<file path="src/rtl/axilite_lb_pkg.sv">
// rtl/axilite_lb_pkg.sv - response codes and FSM state types shared by the AXI-Lite to LB bridge
package axilite_lb_pkg;

  localparam logic [1:0] RESP_OKAY   = 2'b00;
  localparam logic [1:0] RESP_SLVERR = 2'b10;

  typedef enum logic [1:0] {W_IDLE, W_LB, W_RESP} wr_state_t;
  typedef enum logic [1:0] {R_IDLE, R_LB, R_RESP} rd_state_t;

endpackage

</file>
<file path="src/rtl/axilite_lb_timer.sv">
// rtl/axilite_lb_timer.sv - clearable saturating wait counter with expiry flag
// Instantiated by axilite_lb_bridge only when AXILITE_LB_TIMEOUT_EN is defined.
module axilite_lb_timer #(
  parameter int LIMIT = 256
) (
  input  logic clk,
  input  logic rst,
  input  logic clear,
  output logic expired
);

  localparam int CW = $clog2(LIMIT);

  logic [CW-1:0] count;

  // Counts cycles spent in a wait state; holds once the limit is reached.
  always_ff @(posedge clk) begin
    if (rst || clear) begin
      count <= '0;
    end else if (!expired) begin
      count <= count + CW'(1);
    end
  end

  assign expired = (count == CW'(LIMIT - 1));

endmodule

</file>
<file path="src/rtl/axilite_lb_bridge.sv">
// rtl/axilite_lb_bridge.sv - AXI4-Lite responder converting each transaction into a single-beat LB access
// Optional LB wait timeout with SLVERR response is compiled in by AXILITE_LB_TIMEOUT_EN.
module axilite_lb_bridge
  import axilite_lb_pkg::*;
#(
  parameter int ADDR_W         = 16,
  parameter int DATA_W         = 32,
  parameter int STRB_W         = DATA_W / 8,
  parameter int TIMEOUT_CYCLES = 256
) (
  input  logic              clk,
  input  logic              rst,
  input  logic [ADDR_W-1:0] AWADDR,
  input  logic [2:0]        AWPROT,
  input  logic              AWVALID,
  output logic              AWREADY,
  input  logic [DATA_W-1:0] WDATA,
  input  logic [STRB_W-1:0] WSTRB,
  input  logic              WVALID,
  output logic              WREADY,
  output logic [1:0]        BRESP,
  output logic              BVALID,
  input  logic              BREADY,
  input  logic [ADDR_W-1:0] ARADDR,
  input  logic [2:0]        ARPROT,
  input  logic              ARVALID,
  output logic              ARREADY,
  output logic [DATA_W-1:0] RDATA,
  output logic [1:0]        RRESP,
  output logic              RVALID,
  input  logic              RREADY,
  output logic [ADDR_W-1:0] lb_waddr,
  output logic [DATA_W-1:0] lb_wdata,
  output logic [STRB_W-1:0] lb_wstrb,
  output logic              lb_wen,
  input  logic              lb_wready,
  output logic [ADDR_W-1:0] lb_raddr,
  output logic              lb_ren,
  input  logic [DATA_W-1:0] lb_rdata,
  input  logic              lb_rvalid
);

  wr_state_t wr_state, wr_next;
  rd_state_t rd_state, rd_next;
  logic      aw_held, w_held, aw_held_d, w_held_d;
  logic      aw_fire, w_fire, ar_fire, b_fire, r_fire;
  logic      wr_expired, rd_expired;
  logic      awready_d, wready_d, lb_wen_d, bvalid_d;
  logic      arready_d, lb_ren_d, rvalid_d;
  logic      unused_prot;

  assign unused_prot = ^{AWPROT, ARPROT};

  assign aw_fire = AWVALID & AWREADY;
  assign w_fire  = WVALID & WREADY;
  assign ar_fire = ARVALID & ARREADY;
  assign b_fire  = BVALID & BREADY;
  assign r_fire  = RVALID & RREADY;

`ifdef AXILITE_LB_TIMEOUT_EN
  axilite_lb_timer #(.LIMIT(TIMEOUT_CYCLES)) u_wr_timer (
    .clk     (clk),
    .rst     (rst),
    .clear   (wr_state != W_LB),
    .expired (wr_expired)
  );

  axilite_lb_timer #(.LIMIT(TIMEOUT_CYCLES)) u_rd_timer (
    .clk     (clk),
    .rst     (rst),
    .clear   (rd_state != R_LB),
    .expired (rd_expired)
  );
`else
  localparam int unused_timeout = TIMEOUT_CYCLES;
  assign wr_expired = 1'b0;
  assign rd_expired = 1'b0;
`endif

  always_ff @(posedge clk) begin
    if (rst) begin
      wr_state <= W_IDLE;
      rd_state <= R_IDLE;
      aw_held  <= 1'b0;
      w_held   <= 1'b0;
    end else begin
      wr_state <= wr_next;
      rd_state <= rd_next;
      aw_held  <= aw_held_d;
      w_held   <= w_held_d;
    end
  end

  always_comb begin
    wr_next = wr_state;
    case (wr_state)
      W_IDLE:  if ((aw_held | aw_fire) && (w_held | w_fire)) wr_next = W_LB;
      W_LB:    if (lb_wready || wr_expired) wr_next = W_RESP;
      W_RESP:  if (b_fire) wr_next = W_IDLE;
      default: wr_next = W_IDLE;
    endcase

    rd_next = rd_state;
    case (rd_state)
      R_IDLE:  if (ar_fire) rd_next = R_LB;
      R_LB:    if (lb_rvalid || rd_expired) rd_next = R_RESP;
      R_RESP:  if (r_fire) rd_next = R_IDLE;
      default: rd_next = R_IDLE;
    endcase
  end

  // Next values of the registered outputs; held flags only live while waiting in W_IDLE.
  always_comb begin
    aw_held_d = (wr_state == W_IDLE) && (wr_next == W_IDLE) && (aw_held | aw_fire);
    w_held_d  = (wr_state == W_IDLE) && (wr_next == W_IDLE) && (w_held | w_fire);
    awready_d = (wr_next == W_IDLE) && !aw_held_d;
    wready_d  = (wr_next == W_IDLE) && !w_held_d;
    lb_wen_d  = (wr_next == W_LB);
    bvalid_d  = (wr_next == W_RESP);
    arready_d = (rd_next == R_IDLE);
    lb_ren_d  = (rd_next == R_LB);
    rvalid_d  = (rd_next == R_RESP);
  end

  always_ff @(posedge clk) begin
    if (rst) begin
      AWREADY  <= 1'b0;
      WREADY   <= 1'b0;
      BVALID   <= 1'b0;
      BRESP    <= RESP_OKAY;
      ARREADY  <= 1'b0;
      RVALID   <= 1'b0;
      RRESP    <= RESP_OKAY;
      RDATA    <= '0;
      lb_wen   <= 1'b0;
      lb_waddr <= '0;
      lb_wdata <= '0;
      lb_wstrb <= '0;
      lb_ren   <= 1'b0;
      lb_raddr <= '0;
    end else begin
      AWREADY <= awready_d;
      WREADY  <= wready_d;
      BVALID  <= bvalid_d;
      ARREADY <= arready_d;
      RVALID  <= rvalid_d;
      lb_wen  <= lb_wen_d;
      lb_ren  <= lb_ren_d;
      if (aw_fire) lb_waddr <= AWADDR;
      if (w_fire) begin
        lb_wdata <= WDATA;
        lb_wstrb <= WSTRB;
      end
      if (ar_fire) lb_raddr <= ARADDR;
      // A ready arriving on the expiry cycle takes priority over the timeout.
      if (wr_state == W_LB && wr_next == W_RESP) BRESP <= lb_wready ? RESP_OKAY : RESP_SLVERR;
      if (rd_state == R_LB && rd_next == R_RESP) begin
        RDATA <= lb_rvalid ? lb_rdata : '0;
        RRESP <= lb_rvalid ? RESP_OKAY : RESP_SLVERR;
      end
    end
  end

endmodule

</file>
<file path="config.mk">
export PLATFORM = sky130hd
export DESIGN_NAME = axilite_lb_bridge
export DESIGN_NICKNAME = d
export VERILOG_FILES = /design/src/rtl/axilite_lb_pkg.sv /design/src/rtl/axilite_lb_timer.sv /design/src/rtl/axilite_lb_bridge.sv
export SDC_FILE = /design/constraint.sdc
export NUM_CORES = 1
export LEC_CHECK = 0
export CELL_PAD_IN_SITES_DETAIL_PLACEMENT = 1
export CELL_PAD_IN_SITES_GLOBAL_PLACEMENT = 2
export CORE_MARGIN = 3
export CORE_UTILIZATION = 20
export DETAILED_ROUTE_END_ITERATION = 7
export MAX_ROUTING_LAYER = met4
export PLACE_DENSITY_LB_ADDON = 0.1
export SYNTH_ARGS = -nofsm -noshare
export SYNTH_HDL_FRONTEND = slang
export SYNTH_SLANG_ARGS = --single-unit
</file>
<file path="constraint.sdc">
create_clock -name clk -period 1.79 [get_ports clk]
set_clock_uncertainty 0.15 [all_clocks]
set_input_delay 0.179 -clock clk [delete_from_list [all_inputs] [get_ports clk]]
set_output_delay 0.179 -clock clk [all_outputs]
set_load 0.005 [all_outputs]
</file>
==> metrics.yaml <==
layout:
  nFillCells: 2302
  final-instance-count-excl-fill: 982
  final_common_cell: "clkdlybuf4s50_1"
  regArea_mm2: 0.00230
  diodes: 0
  area_growth_pct: 75.0
  final_layout_size_suffix_gt1_frac: 0.0614
  nets: 820
  multi_input_area_mm2: 0.00150
  fin_area_mm2: 0.00700
  layout_common_cells: "216 x clkdlybuf4s50_1, 206 x nand2_1, 115 x dfxtp_1"
worst_setup_path:
  crit_chain: "clkdlybuf4s50_1"
  cpPeakStageDelay_ns: 0.56
  required_ns: 1.46
  crit_path_start_kind: "flip-flop"
  cp_data_arrival_time_ns: 1.32
  regToRegSetupSlack_ns: 0.39
  rr_startpoint: "rd_state[1]"
  worst_setup_path_end_kind: "primary output"
  r2r_end: "RDATA[4]"
  criticalPathCategory: "flip-flop to primary output"
  reg2reg_depth: 4
  cpMaxStageDelayCell: "clkdlybuf4s50_1"
  crit_family: "buffers and inverters"
  crit_fanout: 4
  critPathBufInv: 1
placed_design:
  dp_hpwl_mm: 10.1
  placed_area_mm2: 0.00644
  port_buffers: 217
  dp.cells: 951
  dp_slack_ns: 0.174
  gp_congestion: 0.708
global_route:
  grt_overflow: 0
  antenna_found_initial: 0
  grt_pass1_wl_mm: 22.3
  grt_max_degree: 45
  grt_usage: 0.134
  first_global_vias: 4248
synthesis:
  synth_cell_types: 25
  synth-main-ff-cell: "dfxtp_1"
  yosys.area.top_type_share: 0.576
  avgSynthCellArea_um2: 8.14
  syn-cell-area_mm2: 0.00400
  ys_seq_elements: 115
  synth-edff-count: 0
  netlist_instances: 491
  ys_seq_area_frac: 0.576
  synthTopCellsByArea: "dfxtp_1 58%, nand2_1 19%, a21oi_1 13%"
  yosys.area.top_type: "dfxtp_1"
  async_flop_share: 0
  synth_warnings: 0
worst_hold_path:
  min_from: "rst"
  hold_depth: 2
  hold_end: "BVALID"
  hold_class: "input port to flip-flop"
routing:
  viasPerCell: 4.07
  wl_per_cell_um: 14.5
  wirelength_mm: 14.2
  drt_pass1_iterations: 4
  drcViolationCount: 0
  num_vias: 3996
  first_iter_violations: 97
  drtAntennaViolNets: 0
power:
  intPower_mw: 5.24
  power_density_mw_per_mm2: 979
  seq_power_share: 0.404
  switchingPower_mw: 1.61
  swShare: 0.235
  cellLeakagePower_nw: 2.45
  ir_drop_mv: 0.610
  pwr-share-comb: 0.133
  power_frac_clock: 0.463
timing:
  final.setup.worst_slack_ns: 0.139
  rsz0062_at_grt: "false"
  setup_violations: 0
  min_period_ns: 1.65
  max_freq_ghz: 0.606
  finalHoldViolCount: 0
  finalSetupTns_ns: 0
  period_share: 0.922
  slew_viol_final: 0
clocking:
  cts_setup_buffers: 0
  h-tree-depth: 4
  cts_buffers: 17
  clock-root-buffer: "clkbuf_16"
  clk_path_buf_depth: 2
  hold_buffers: 0
  cts_tree: "yes"
  cts.clk_slew.worst_paths_ns: 0.05
  ctsResizeCount: 0
  clk_latency_ns: 0.40
  clock_sinks: 115
floorplanning:
  fp.dieH_um: 147
  rows: 51
  start_util: 0.205
  die_area_mm2: 0.0217
  core-area_mm2: 0.0195
  ios: 226
  die_w_um: 147
job:
  drv_cap: 0
run_status:
  status: "finished clean"
synthesized netlist by cell type (2+ instances only):
| cell | number |
|---|---|
| buf_1 | 2 |
| a21oi_1 | 105 |
| nand2_1 | 206 |
| and2_1 | 3 |
| buf_6 | 3 |
| a22o_1 | 2 |
| buf_2 | 14 |
| nor3_1 | 3 |
| clkbuf_1 | 7 |
| nor2b_1 | 3 |
| dfxtp_1 | 115 |
| nor2_1 | 8 |
| buf_4 | 7 |
| and3b_1 | 2 |
flip-flops by register name (all words and copies together) (netlist names):
name,count
WREADY,1
ARREADY,1
RVALID,1
lb_wstrb,4
wr_state,2
RRESP,1
AWREADY,1
lb_ren,1
BRESP,1
RDATA,32
lb_waddr,16
lb_raddr,16
lb_wen,1
rd_state,2
w_held,1
BVALID,1
aw_held,1
lb_wdata,32
cell type report:
cell class | instances | share of cell area
clock buffer | 22 | 0.0678
clock inverter | 9 | 0.0116
inverter | 1 | 0.000537
multi-input combinational | 342 | 0.214
sequential | 115 | 0.329
tap | 265 | 0.0474
timing repair buffer | 228 | 0.329
worst max-delay path by stage:
stage / from / endpoint / slack (ns) / cells past startpoint
after detailed placement: WVALID / lb_wdata[26] / 0.17 / 5
final: WREADY / WREADY / 0.14 / 1
after CTS: WREADY / WREADY / 0.11 / 1
after floorplan: rd_state[1] / RDATA[11] / 0.56 / 5
after global routing: WREADY / WREADY / 0.09 / 1
after global placement: WVALID / lb_wdata[25] / 0.24 / 5
cells by family (layout without fill, tap and decap cells):
kind of cell | after synthesis | in the layout | share of synthesized area
and+or+nand+nor | 228 | 228 | 0.227
DFF | 115 | 115 | 0.576
AOI/OAI and AO/OA | 111 | 111 | 0.143
buffers and inverters | 35 | 260 | 0.0498
other | 1 | 2 | 0.000938
muxes | 1 | 1 | 0.00282
power by group through the flow:
| stage | sequential, mW | clock [mW] | combinational, mW |
|---|---|---|---|
| after floorplan | 2.83 | 0 | 0.309 |
| after global placement | 2.81 | 0 | 0.917 |
| after detailed placement | 2.82 | 0 | 0.929 |
| after CTS | 2.77 | 3.30 | 0.936 |
| after global routing | 2.78 | 3.41 | 1.00 |
| final | 2.77 | 3.17 | 0.910 |
per-layer routing:
layer,vias to the layer above,GRT usage,routed length [µm]
met5,-,-,0
li1,2008,-,-
met4,0,0.0461,178
met3,11,0.0586,1200
met2,134,0.209,6470
met1,1843,0.155,6360
stage by stage:
step           utilization  hold slack (ns)  power [mW]
2_1_floorplan            -            0.165        3.14
3_3_place_gp         0.330            0.291        3.73
3_5_place_dp         0.330            0.299        3.75
4_1_cts              0.358           0.0194        7.00
5_1_grt              0.358           0.0369        7.20
6_report             0.358           0.0306        6.85
(Power assumes the default switching activity.)
